<file path="src/rtl/crc3_frame_tx.sv">
// Serial frame transmitter: serializes DATA_W-bit words MSB-first, then appends a 3-bit CRC (x^3+x+1).
// Optional abort port pair is enabled by defining CRC3_FRAME_ABORT_EN.
module crc3_frame_tx #(
    parameter int unsigned DATA_W = 8
) (
    input  logic              clk,
    input  logic              rst,
    input  logic              s_valid,
    output logic              s_ready,
    input  logic [DATA_W-1:0] s_data,
    input  logic              s_last,
    output logic              tx_valid,
    output logic              tx_bit,
    output logic              tx_crc,
    output logic              busy,
    output logic              done,
    output logic [2:0]        crc_out
`ifdef CRC3_FRAME_ABORT_EN
    ,
    input  logic              abort,
    output logic              aborted
`endif
);

    localparam int unsigned CNT_W = $clog2(DATA_W);

    typedef enum logic [2:0] {
        ST_IDLE,
        ST_DATA,
        ST_WAIT,
        ST_FLUSH,
        ST_CRC
    } state_t;

    state_t             state;
    logic [DATA_W-1:0]  shreg;
    logic [CNT_W-1:0]   bit_cnt;
    logic               last_q;
    logic [2:0]         crc;
    logic [1:0]         phase;
    logic               take;
    logic               abort_hit;
    logic [2:0]         crc_data_nxt;
    logic [2:0]         crc_flush_nxt;

    function automatic logic [2:0] crc_step(input logic [2:0] c, input logic b);
        crc_step = {c[1:0], b} ^ (c[2] ? 3'b011 : 3'b000);
    endfunction

`ifdef CRC3_FRAME_ABORT_EN
    assign abort_hit = abort && (state != ST_IDLE);
`else
    assign abort_hit = 1'b0;
`endif

    assign crc_data_nxt  = crc_step(crc, shreg[DATA_W-1]);
    assign crc_flush_nxt = crc_step(crc, 1'b0);

    // Ready is withheld during an abort so a word is never accepted and then dropped.
    always_comb begin
        s_ready = 1'b0;
        unique case (state)
            ST_IDLE: s_ready = 1'b1;
            ST_WAIT: s_ready = !abort_hit;
            ST_DATA: s_ready = (bit_cnt == '0) && !last_q && !abort_hit;
            default: s_ready = 1'b0;
        endcase
    end

    assign take = s_valid && s_ready;

    // Output registers are loaded with next-cycle values alongside the state change.
    always_ff @(posedge clk) begin
        if (rst) begin
            state    <= ST_IDLE;
            shreg    <= '0;
            bit_cnt  <= '0;
            last_q   <= 1'b0;
            crc      <= '0;
            crc_out  <= '0;
            phase    <= '0;
            tx_valid <= 1'b0;
            tx_bit   <= 1'b0;
            tx_crc   <= 1'b0;
            busy     <= 1'b0;
            done     <= 1'b0;
`ifdef CRC3_FRAME_ABORT_EN
            aborted  <= 1'b0;
`endif
        end else begin
            done <= 1'b0;
`ifdef CRC3_FRAME_ABORT_EN
            aborted <= 1'b0;
`endif
            if (abort_hit) begin
                state    <= ST_IDLE;
                tx_valid <= 1'b0;
                tx_bit   <= 1'b0;
                tx_crc   <= 1'b0;
                busy     <= 1'b0;
`ifdef CRC3_FRAME_ABORT_EN
                aborted  <= 1'b1;
`endif
            end else begin
                unique case (state)
                    ST_IDLE: begin
                        if (take) begin
                            shreg    <= s_data;
                            last_q   <= s_last;
                            bit_cnt  <= CNT_W'(DATA_W - 1);
                            crc      <= '0;
                            state    <= ST_DATA;
                            busy     <= 1'b1;
                            tx_valid <= 1'b1;
                            tx_crc   <= 1'b0;
                            tx_bit   <= s_data[DATA_W-1];
                        end
                    end
                    ST_DATA: begin
                        crc <= crc_data_nxt;
                        if (bit_cnt != '0) begin
                            shreg   <= {shreg[DATA_W-2:0], 1'b0};
                            bit_cnt <= bit_cnt - 1'b1;
                            tx_bit  <= shreg[DATA_W-2];
                        end else if (last_q) begin
                            state    <= ST_FLUSH;
                            phase    <= '0;
                            tx_valid <= 1'b0;
                            tx_bit   <= 1'b0;
                        end else if (take) begin
                            shreg   <= s_data;
                            last_q  <= s_last;
                            bit_cnt <= CNT_W'(DATA_W - 1);
                            tx_bit  <= s_data[DATA_W-1];
                        end else begin
                            state    <= ST_WAIT;
                            tx_valid <= 1'b0;
                            tx_bit   <= 1'b0;
                        end
                    end
                    ST_WAIT: begin
                        if (take) begin
                            shreg    <= s_data;
                            last_q   <= s_last;
                            bit_cnt  <= CNT_W'(DATA_W - 1);
                            state    <= ST_DATA;
                            tx_valid <= 1'b1;
                            tx_bit   <= s_data[DATA_W-1];
                        end
                    end
                    ST_FLUSH: begin
                        crc <= crc_flush_nxt;
                        if (phase == 2'd2) begin
                            crc_out  <= crc_flush_nxt;
                            state    <= ST_CRC;
                            phase    <= '0;
                            tx_valid <= 1'b1;
                            tx_crc   <= 1'b1;
                            tx_bit   <= crc_flush_nxt[2];
                        end else begin
                            phase <= phase + 1'b1;
                        end
                    end
                    ST_CRC: begin
                        if (phase == 2'd2) begin
                            state    <= ST_IDLE;
                            busy     <= 1'b0;
                            tx_valid <= 1'b0;
                            tx_crc   <= 1'b0;
                            tx_bit   <= 1'b0;
                        end else begin
                            phase  <= phase + 1'b1;
                            tx_bit <= (phase == 2'd0) ? crc_out[1] : crc_out[0];
                            done   <= (phase == 2'd1);
                        end
                    end
                    default: state <= ST_IDLE;
                endcase
            end
        end
    end

endmodule

</file>
<file path="config.mk">
export PLATFORM = sky130hd
export DESIGN_NAME = crc3_frame_tx
export DESIGN_NICKNAME = d
export VERILOG_FILES = /design/src/rtl/crc3_frame_tx.sv
export SDC_FILE = /design/constraint.sdc
export NUM_CORES = 1
export LEC_CHECK = 0
export CAP_MARGIN = 0
export CORE_ASPECT_RATIO = 1.1
export CORE_MARGIN = 3
export CORE_UTILIZATION = 35
export DETAILED_ROUTE_END_ITERATION = 16
export GPL_TIMING_DRIVEN = 0
export REMOVE_ABC_BUFFERS = 1
export SETUP_SLACK_MARGIN = 0.02
export SYNTH_ARGS = -nofsm -noshare
export SYNTH_HDL_FRONTEND = slang
export SYNTH_SLANG_ARGS = --single-unit
</file>
<file path="constraint.sdc">
create_clock -name clk -period 3.5 [get_ports clk]
set_clock_uncertainty 0.15 [all_clocks]
set_input_delay 0.7 -clock clk [delete_from_list [all_inputs] [get_ports clk]]
set_output_delay 0.7 -clock clk [all_outputs]
set_load 0.02 [all_outputs]
</file>
Word-level counts from Yosys, hierarchy flattened
Cells that the tools add are included.

storage, ports and cells
  register bits = 28
  word-level logic and storage cells = 104
  output and inout bits = 9

operators by class
  $add $sub $neg = 2
  bitwise gates (word level) = 3
  reduce and logical (&&, ||, !) cells = 25
  equality and inequality tests = 15
  multiplexer cells = 47

operator list
  cell                                                              number
  3-bit 2-to-1 mux                                                  10
  8-bit 2-to-1 mux                                                  3
  1-bit 2-to-1 mux                                                  18
  8-bit one-hot mux with 2 select lines                             1
  2-bit inequality test (second input constant)                     6
  3-bit one-hot mux with 4 select lines                             1
  3-bit nonzero test                                                4
  2-bit 2-to-1 mux                                                  5
  3-bit one-hot mux with 3 select lines                             1
  3-bit AND reduction                                               3
  1-bit one-hot mux with 4 select lines                             2
  4-bit AND reduction                                               2
  3-bit by 2-bit == test with 1-bit output (second input constant)  2
  3-bit zero test                                                   2
  3-bit inequality test (second input constant)                     2
  1-bit one-hot mux with 2 select lines                             3
  2-bit one-hot mux with 3 select lines                             1
  3-bit one-hot mux with 2 select lines                             1
  2-bit AND reduction                                               3
  6-bit AND reduction                                               1
  5-bit AND reduction                                               1
  2-bit nonzero test                                                2
  4-bit nonzero test                                                1
  3-bit by 1-bit == test with 1-bit output (second input constant)  1
  other kinds (15)                                                  16

Depth between registers and ports, before layout
Gate-level depths: netlist of run 1.

  depth after elaboration = 8
  gate-level depth with buffers = 8

Worst setup path before layout of run 1
No wires, ideal clock.

  path type = reg-to-output
  start = register bit_cnt[0]
  end = output s_ready
  path buffers = 0
  path slack = 1171 ps
  cell stages (with the launch flop) = 6
  arrival = 1479 ps
  data required time = 2650 ps
  cell sequence = dfxtp_1 inv_1 ha_1 or4b_1 and2_2 nor2_1

on the way
  word-level cells in the longest chain between the ends = 3

ends and longest elaborated chain
  element                                RTL line  RTL
  start, declared                        37        logic [CNT_W-1:0] bit_cnt;
  start signal, assigned                 110       bit_cnt <= CNT_W'(DATA_W - 1);
  start signal, assigned                 123       bit_cnt <= bit_cnt - 1'b1;
  start signal, assigned                 133       bit_cnt <= CNT_W'(DATA_W - 1);
  3-bit zero test                        65        ST_DATA: s_ready = (bit_cnt == '0) && !last_q && !abort_hit;
  1-bit logical AND                      65
  1-bit one-hot mux with 2 select lines  62        unique case (state)
  end, declared                          9         output logic s_ready,

No other way between the ends.

Final worst setup path of run 1
Ends and elaborated chain as after synthesis.

==> results.md, run 1 <==
- Data on the critical path arrives at its endpoint at 2.30 ns.
- The largest net degree at the start of global routing is 28.
- The relative max-transition margin is 35.73%.
- From synthesis to final layout, the design area changed by 19.15%.
- The placeable core region is 3799 um2.
- The final cell count without fillers is 244.
- The depth of the worst register-to-register path is 5.
- The final RePlAce weighted congestion is 0.7778.
- The final critical path takes up 89.91% of the cycle.
- The count of buffers from port buffering is 20.
- The initial cell density of the core is 38.01%.
- The number of antenna violations at the first check in global routing was 0.
- The hold violation count in the final report came to 0.
- The post-cts resize count is 0.
- The fraction of layout instances using a drive strength above 1 is 4.639%.
- Cell internal power was estimated by the tool at 0.0005565 W.
- The worst hold margin is 0.3301 ns.
- The number of max-slew violations in the final report came to 0.
- The maximum vdd ir drop is 0.2289 mV.
- The number of cells produced by synthesis is 182.
- The signal on the critical path passes through inv_1 -> ha_1 -> or4b_1 -> and2_2 -> nor2_1 -> clkdlybuf4s50_1.
- For this design the total switching power over the nets is 0.0002052 W.
- Counting both buffers and inverters, the worst setup path holds a total of 2.
- The number of maximum-capacitance constraint violations is 0.
- Grouping stages by cell kind, the critical path spends the most delay in simple AND/OR/NAND/NOR gates.
- Of the total power, the share spent switching nets is 26.95%.
- The min-delay analysis places its worst path in the category flop to flop.
- The launch instance of the worst register-to-register path is state[0].
- For this run, the number of Yosys warnings is 0.
- The ratio of total power to cell area is 442.8 nW/um2.
- Once placement completed, the tool counted placed cells totaling 240.
- The maximum operating frequency is 0.3178 GHz.
- The average cell area after synthesis is 7.933 um2.
- The endpoint identified for the worst register-to-register timing path is bit_cnt[1].
- In this run the register-to-register setup slack is 1.20 ns.
- In this run the vertical extent of the chip is 73.37 um.
- Across every metal layer, demand over resource in global routing totals 13.73%.
- Setup repair after global routing left no endpoint under its margin.
- The die width is 67.24 um.
- In this run the worst setup path terminates at s_ready.
- STA classifies the critical path endpoint as an output port.
- The area of the mapped netlist is 1444 um2.
- The smallest clock period supported by the final layout is computed as 3.147 ns.
- Post-CTS timing repair inserted 0 buffers for setup.
- The number of DRC markers after the initial detailed-route iteration is 39.
- The standard cell with the maximum stage delay on the critical path is clkdlybuf4s50_1.
- The first detailed-routing pass took 4 iterations.
- The placed wire-length estimate after detailed placement is 2268 um.
- For this run, the post-layout net count is 214.
- The CTS root buffer is clkbuf_8.
- The number of antenna diodes is 0.
- After global routing the overflow that remains totals 0.
- The later pin in the worst-skew pair is clocked with a latency of 0.28 ns.
- The deepest clock path buffer count is 2.
- For this run, the leading register cell type out of synthesis is dfxtp_1.
- For the final routed database, the setup TNS stands at 0 ns.
- The count of cell types in the netlist is 40.
- The required time reported for the critical path endpoint is 2.65 ns.
- The critical path depth is 6.
- The via count is 1297.
- In this run, synthesis inferred 0 flip-flops with an integrated enable.
- The cell row count is 23.
- The total I/O pin count is 21.
- Per report_power, the clock group accounts for 34.0% of the total.
- The actual slew at the worst max-slew pin is 0.9611 ns.
- The number of global-route vias before repair is 1188.
- The delay of the slowest cell on the worst path is 0.62 ns.
- The detailed-route vias per instance is 5.316.
- The die covers 4933 um2.
- Sequential elements use 38.82% of the synthesized area.
- Combinational logic is responsible for 18.4% of the overall power.
- The count of antenna-violating nets left after detailed routing is 0.
- The worst setup path startpoint is bit_cnt[0].
- In the synthesized netlist the async set-or-reset flop fraction comes to 0%.
- The share of total power dissipated in sequential elements is 47.6%.
- Setup violations remaining at the end of the flow were counted as 0.
- The analysis attributes to cell leakage a power of 0.6885 nW.
- The total wire length after detailed routing is 3182 um.
- The worst-path maximum fanout is 3.
- The number of buffers added by the clock tree synthesis step is 3.
- The clock transition at the registers of the reported paths is 0.10 ns.
- The run finished with clean final reports.
- The number of design rule violations left after detail routing is 0.
- The critical path startpoint category is a flop.
- The clock sink count is 28.
- Fill cells in the final layout number 390.
- The number of synthesized register bits is 28.
- The number of levels the H-tree was split into is 1.
- For this design, the CTS-stage hold fixing added 0 buffers.
- The critical path class is flop to output port.
- Dividing the detail-routed wire length by the instance count gives 13.04 um.
- The first global-routing pass estimated 5313 um of wire.
- TritonCTS built the clock tree.
==> kinds of logic (layout without fill, tap and decap cells) <==
group | Yosys count | after routing | share of synthesized area, %
AOI/OAI and AO/OA | 39 | 39 | 17.85
xor gates and xnor gates | 2 | 2 | 1.213
adders and majority gates | 7 | 7 | 6.066
buffers and inverters | 19 | 31 | 5.805
DFF | 28 | 28 | 38.82
muxes | 5 | 5 | 3.553
and+or+nand+nor | 82 | 82 | 26.69
==> sequential cells by signal, indices dropped and copies added (netlist names) <==
name and cells:
bit_cnt 3, busy 1, crc 3, crc_out 3, done 1, last_q 1
phase 2, shreg 8, state 3, tx_bit 1, tx_crc 1, tx_valid 1
==> synth_stat cells (2+ instances only) <==
cell / count / area share [%]
o21ai_0: 7 / 2.4
dfxtp_1: 28 / 39
nor2_1: 39 / 10
nor2b_1: 3 / 1.3
and3_1: 2 / 0.87
clkbuf_1: 9 / 2.3
nand2_1: 11 / 2.9
mux2i_1: 4 / 2.8
a22o_1: 3 / 1.8
nand2b_1: 5 / 2.2
nand3_1: 8 / 2.8
nor3_1: 2 / 0.69
a31oi_1: 2 / 0.87
ha_1: 7 / 6.1
inv_1: 6 / 1.6
nor4_1: 7 / 3.0
a21oi_1: 13 / 4.5
a211oi_1: 4 / 2.1
==> per-stage QoR <==
stage / utilization (%) / total power [W] / cell area (um2) / worst slack [ns]
global placement: 43.41 / 0.0005041 / 1649 / 0.6877
global route: 45.29 / 0.0008006 / 1720 / 0.2514
finish: 45.29 / 0.0007617 / 1720 / 0.3532
floorplan: - / 0.0004572 / 1386 / 1.171
detailed placement: 43.41 / 0.0005097 / 1649 / 0.6551
CTS: 45.29 / 0.0007693 / 1720 / 0.3334
==> routing by layer <==
metal	up-vias	track usage, %	share of wire, %
met5	-	0	0
met4	0	6.081	1.9
met3	5	1.835	3.3
met2	28	24.24	51
met1	611	16.32	44
li1	653	-	-
==> worst reg2reg max path, stage by stage (launching register included) <==
cell	delay [ns]
dfxtp_1	0.68
nor2b_1	0.57
nand3_2	0.29
nand2_2	0.25
nor2_1	0.06
a211oi_1	0.19
==> cell type report <==
type | instances | area [um2] | area share, %
inverter | 7 | 26.28 | 1.527
clock buffer | 3 | 41.29 | 2.400
tap | 50 | 62.56 | 3.636
timing repair buffer | 20 | 200.2 | 11.64
sequential | 28 | 560.5 | 32.58
clock inverter | 1 | 30.03 | 1.745
multi-input combinational | 135 | 799.5 | 46.47
==> worst min path at each step <==
stage | from | end | slack, ns | cells after the start
after global routing | shreg[0] | shreg[0] | 0.37 | 2
after global placement | bit_cnt[0] | bit_cnt[0] | 0.30 | 1
after detailed placement | shreg[0] | shreg[0] | 0.31 | 2
after CTS | shreg[0] | shreg[0] | 0.33 | 2
after floorplan | bit_cnt[0] | bit_cnt[0] | 0.28 | 1
final | bit_cnt[0] | bit_cnt[0] | 0.33 | 1
==> power groups by stage <==
stage                     clock [W]  combinational, W  sequential [W]
after floorplan                   0         0.0000883        0.000369
after global placement            0          0.000136        0.000368
after detailed placement          0          0.000140        0.000370
after CTS                  0.000266          0.000141        0.000362
after global routing       0.000277          0.000156        0.000368
final                      0.000259          0.000140        0.000362
==> cell usage in the layout, fill, tap and decap left out, drive strengths merged, types with 2 or more instances in the layout <==
cell / synthesis / routed
a21oi: 13 / 13
a22o: 3 / 3
and3: 2 / 2
mux2i: 4 / 4
nand2b: 5 / 5
nor2b: 3 / 3
nand2: 12 / 12
ha: 7 / 7
nor3: 2 / 2
dfxtp: 28 / 28
a31oi: 2 / 2
o21ai: 8 / 8
inv: 6 / 6
nand3: 9 / 9
nor2: 39 / 39
nor4: 7 / 7
clkbuf: 9 / 3
a211oi: 4 / 4
clkdlybuf4s50: 0 / 20
(Power assumes the default switching activity.)
==> run 2, diff against run 1 <==
--- a/config.mk
+++ b/config.mk
@@ -11,8 +11,8 @@
 export CORE_UTILIZATION = 35
 export DETAILED_ROUTE_END_ITERATION = 16
 export GPL_TIMING_DRIVEN = 0
+export RECOVER_POWER = 25
 export REMOVE_ABC_BUFFERS = 1
-export SETUP_SLACK_MARGIN = 0.02
 export SYNTH_ARGS = -nofsm -noshare
 export SYNTH_HDL_FRONTEND = slang
 export SYNTH_SLANG_ARGS = --single-unit
==> constraint.sdc (replaced) <==
create_clock -name clk -period 3.3 [get_ports clk]
set_clock_uncertainty 0.15 [all_clocks]
set_input_delay 0.66 -clock clk [delete_from_list [all_inputs] [get_ports clk]]
set_output_delay 0.66 -clock clk [all_outputs]
set_load 0.02 [all_outputs]
==> run 2 against run 1 <==
Critical path depth did not move. Total power is 5.9% higher. Via count down 0.15%. Routed wire length about the same. Die area stayed put. Flip-flop and latch count unchanged. Count of clock-buffer cells in the layout is the same. Combinational power is 5% higher. Utilization about the same. Clock power is 6% higher. Sequential share of layout area about the same. Critical path type unchanged.
==> results.md, run 2 (synthesis results as in run 1) <==
- The post-cts resize count is 0 (unchanged).
- The number of antenna diodes was 0 (unchanged).
- The cell row count is 23 (unchanged).
- The final instance area came to 1719 um2 (about the same).
- The standard cell with the maximum stage delay on the critical path is clkdlybuf4s50_1.
- The number of setup buffers added after CTS is 0 (unchanged).
- The wire length of the first global-routing pass is 5313 um (unchanged).
- The initial cell density of the core is 38.01% (unchanged).
- The smallest clock period supported by the final layout is computed as 3.110 ns.
- The number of DRC markers after the initial detailed-route iteration is 39 (unchanged).
- The clock sink count is 28 (unchanged).
- The required time reported for the critical path endpoint was 2.49 ns (-0.16 ns).
- The worst setup path is of the flop to output port kind.
- In this run the worst hold path is classified as flop to flop.
- The total routing usage reported by global routing is 13.73% (unchanged).
- The part of the cycle the worst path needs is 94.25%.
- The total I/O pin count is 21 (unchanged).
- The worst-path maximum fanout is 3 (unchanged).
- Leaving out fill and tap cells, the most frequent cells in the layout are 39 x nor2_1, 28 x dfxtp_1, 17 x clkdlybuf4s50_1, 13 x a21oi_1, 11 x nand2_1.
- The register bank with the most flops is shreg.
- The fraction of layout instances using a drive strength above 1 was 4.124% (-0.52 points).
- The delay of the slowest cell on the worst path is 0.62 ns (about the same).
- The count of buffers from port buffering came to 20 (unchanged).
- The hold violation count in the final report is 0 (unchanged).
- The number of design rule violations left after detail routing came to 0 (unchanged).
- Setup repair after global routing left no endpoint under its margin.
- The largest net degree at the start of global routing was 28 (unchanged).
- The placeable core region is 3799 um2 (unchanged).
- The number of nets at the end of the flow came to 214 (unchanged).
- The leakage power of the design is 0.6929 nW (+0.63%).
- The final count of negative-setup-slack endpoints came to 0 (unchanged).
- The area of the die is 4933 um2 (unchanged).
- The maximum vdd ir drop is 0.2427 mV (+6.0%).
- The per-cell routed wire length is 13.04 um (about the same).
- The via count was 1295 (-0.15%).
- The latest clock arrival within the worst-skew pair came to 0.28 ns (about the same).
- The number of antenna violations at the first check in global routing is 0 (unchanged).
- The number of optimization iterations in the first detailed-route pass was 4 (unchanged).
- The combined flip-flop and latch cell area was 560.5 um2 (unchanged).
- The overall overflow remaining after global route is 0 (unchanged).
- The detailed-route vias per instance is 5.307 (-0.15%).
- The flip-flop count of the largest register, all copies and words added is 8 (unchanged).
- The arrival time of data at the critical path endpoint is 2.30 ns (about the same).
- The cts-stage hold buffer count came to 0 (unchanged).
- The critical path goes through inv_1 -> ha_1 -> or4b_1 -> and2_0 -> nor2_1 -> clkdlybuf4s50_1.
- The actual slew at the worst max-slew pin is 0.9701 ns (+0.009011 ns).
- TritonCTS built the clock tree.
- The number of fillers in the final layout was 391 (+0.26%).
- STA classifies the critical path startpoint as a flop.
- The type of element capturing the critical path is an output port.
- The sum of negative setup slack was 0 ns (unchanged).
- The total wire length after detailed routing is 3181 um (about the same).
- The most common library cell in the layout ignoring fill and taps is nor2_1.
- The multi-input logic area is 798.3 um2 (-0.16%).
- The number of max-slew violations in the final report is 0 (unchanged).
- The number of buffers added by the clock tree synthesis step is 3 (unchanged).
- The total placed instance area is 1649 um2 (unchanged).
- The die width was 67.24 um (unchanged).
- The layout-stage area growth over the synthesis result is 19.06% (about the same).
- The number of maximum-capacitance constraint violations came to 0 (unchanged).
- The number of global-route vias before repair was 1188 (unchanged).
- The number of levels the H-tree was split into is 1 (unchanged).
- The deepest clock path buffer count is 2 (unchanged).
- The clock transition at the registers of the reported paths is 0.10 ns (about the same).
- The final total power is 0.0008066 W (+5.9%).
- The final RePlAce weighted congestion is 0.7778 (unchanged).
- The placed wire-length estimate after detailed placement is 2268 um (unchanged).
- The count of antenna-violating nets left after detailed routing is 0 (unchanged).
- For this run, the top clock speed supported by timing is 0.3215 GHz.
- The die height is 73.37 um (unchanged).
- The ratio of total power to cell area came to 469.2 nW/um2 (+6.0%).
- The root buffer cell chosen for the clock tree is clkbuf_8.
- The relative max-transition margin is 35.12% (-0.61 points).
- The run finished with clean final reports.
[run 2: where the power goes]
part / switching, W / internal (W)
combinational: 0.0000841 / 0.0000634
sequential: 0.0000213 / 0.000363
clock: 0.000112 / 0.000163
total: 0.000218 / 0.000589
[run 2: per-stage QoR]
stage	std cells	setup WS, ns	hold WS [ns]	util (%)
2_1_floorplan	170	1.011	0.2816	-
3_3_place_gp	240	0.5277	0.2996	43.41
3_5_place_dp	240	0.4951	0.3141	43.41
4_1_cts	244	0.1734	0.3283	45.29
5_1_grt	244	0.07702	0.3749	45.26
6_report	244	0.1897	0.3301	45.26
[run 2: worst paths after layout]
check	end	startpoint	cells past startpoint	slack, ns
min reg2reg	bit_cnt[0]	bit_cnt[0]	1	0.33
max	s_ready	bit_cnt[0]	6	0.19
min	bit_cnt[0]	bit_cnt[0]	1	0.33
max reg2reg	bit_cnt[1]	state[0]	5	1.01
[run 2: layout make-up]
type / count / share of cell area (%)
timing repair buffer: 20 / 11.64
clock buffer: 3 / 2.402
tap: 50 / 3.639
sequential: 28 / 32.61
multi-input combinational: 135 / 46.43
clock inverter: 1 / 1.747
inverter: 7 / 1.528
[run 2: worst max-delay path: cells and delay by family (launching register included)]
family,cells,cell delay (ns)
adders and majority gates,1,0.19
buffers and inverters,2,0.70
DFF,1,0.34
and+or+nand+nor,3,0.79
[run 2: metal layers]
layer,GRT usage (%),part of all wire [%],vias to the layer above
met2,24.24,51,28
met1,16.32,44,609
met3,1.835,3.3,5
li1,-,-,653
met5,0,0,-
met4,6.081,1.9,0
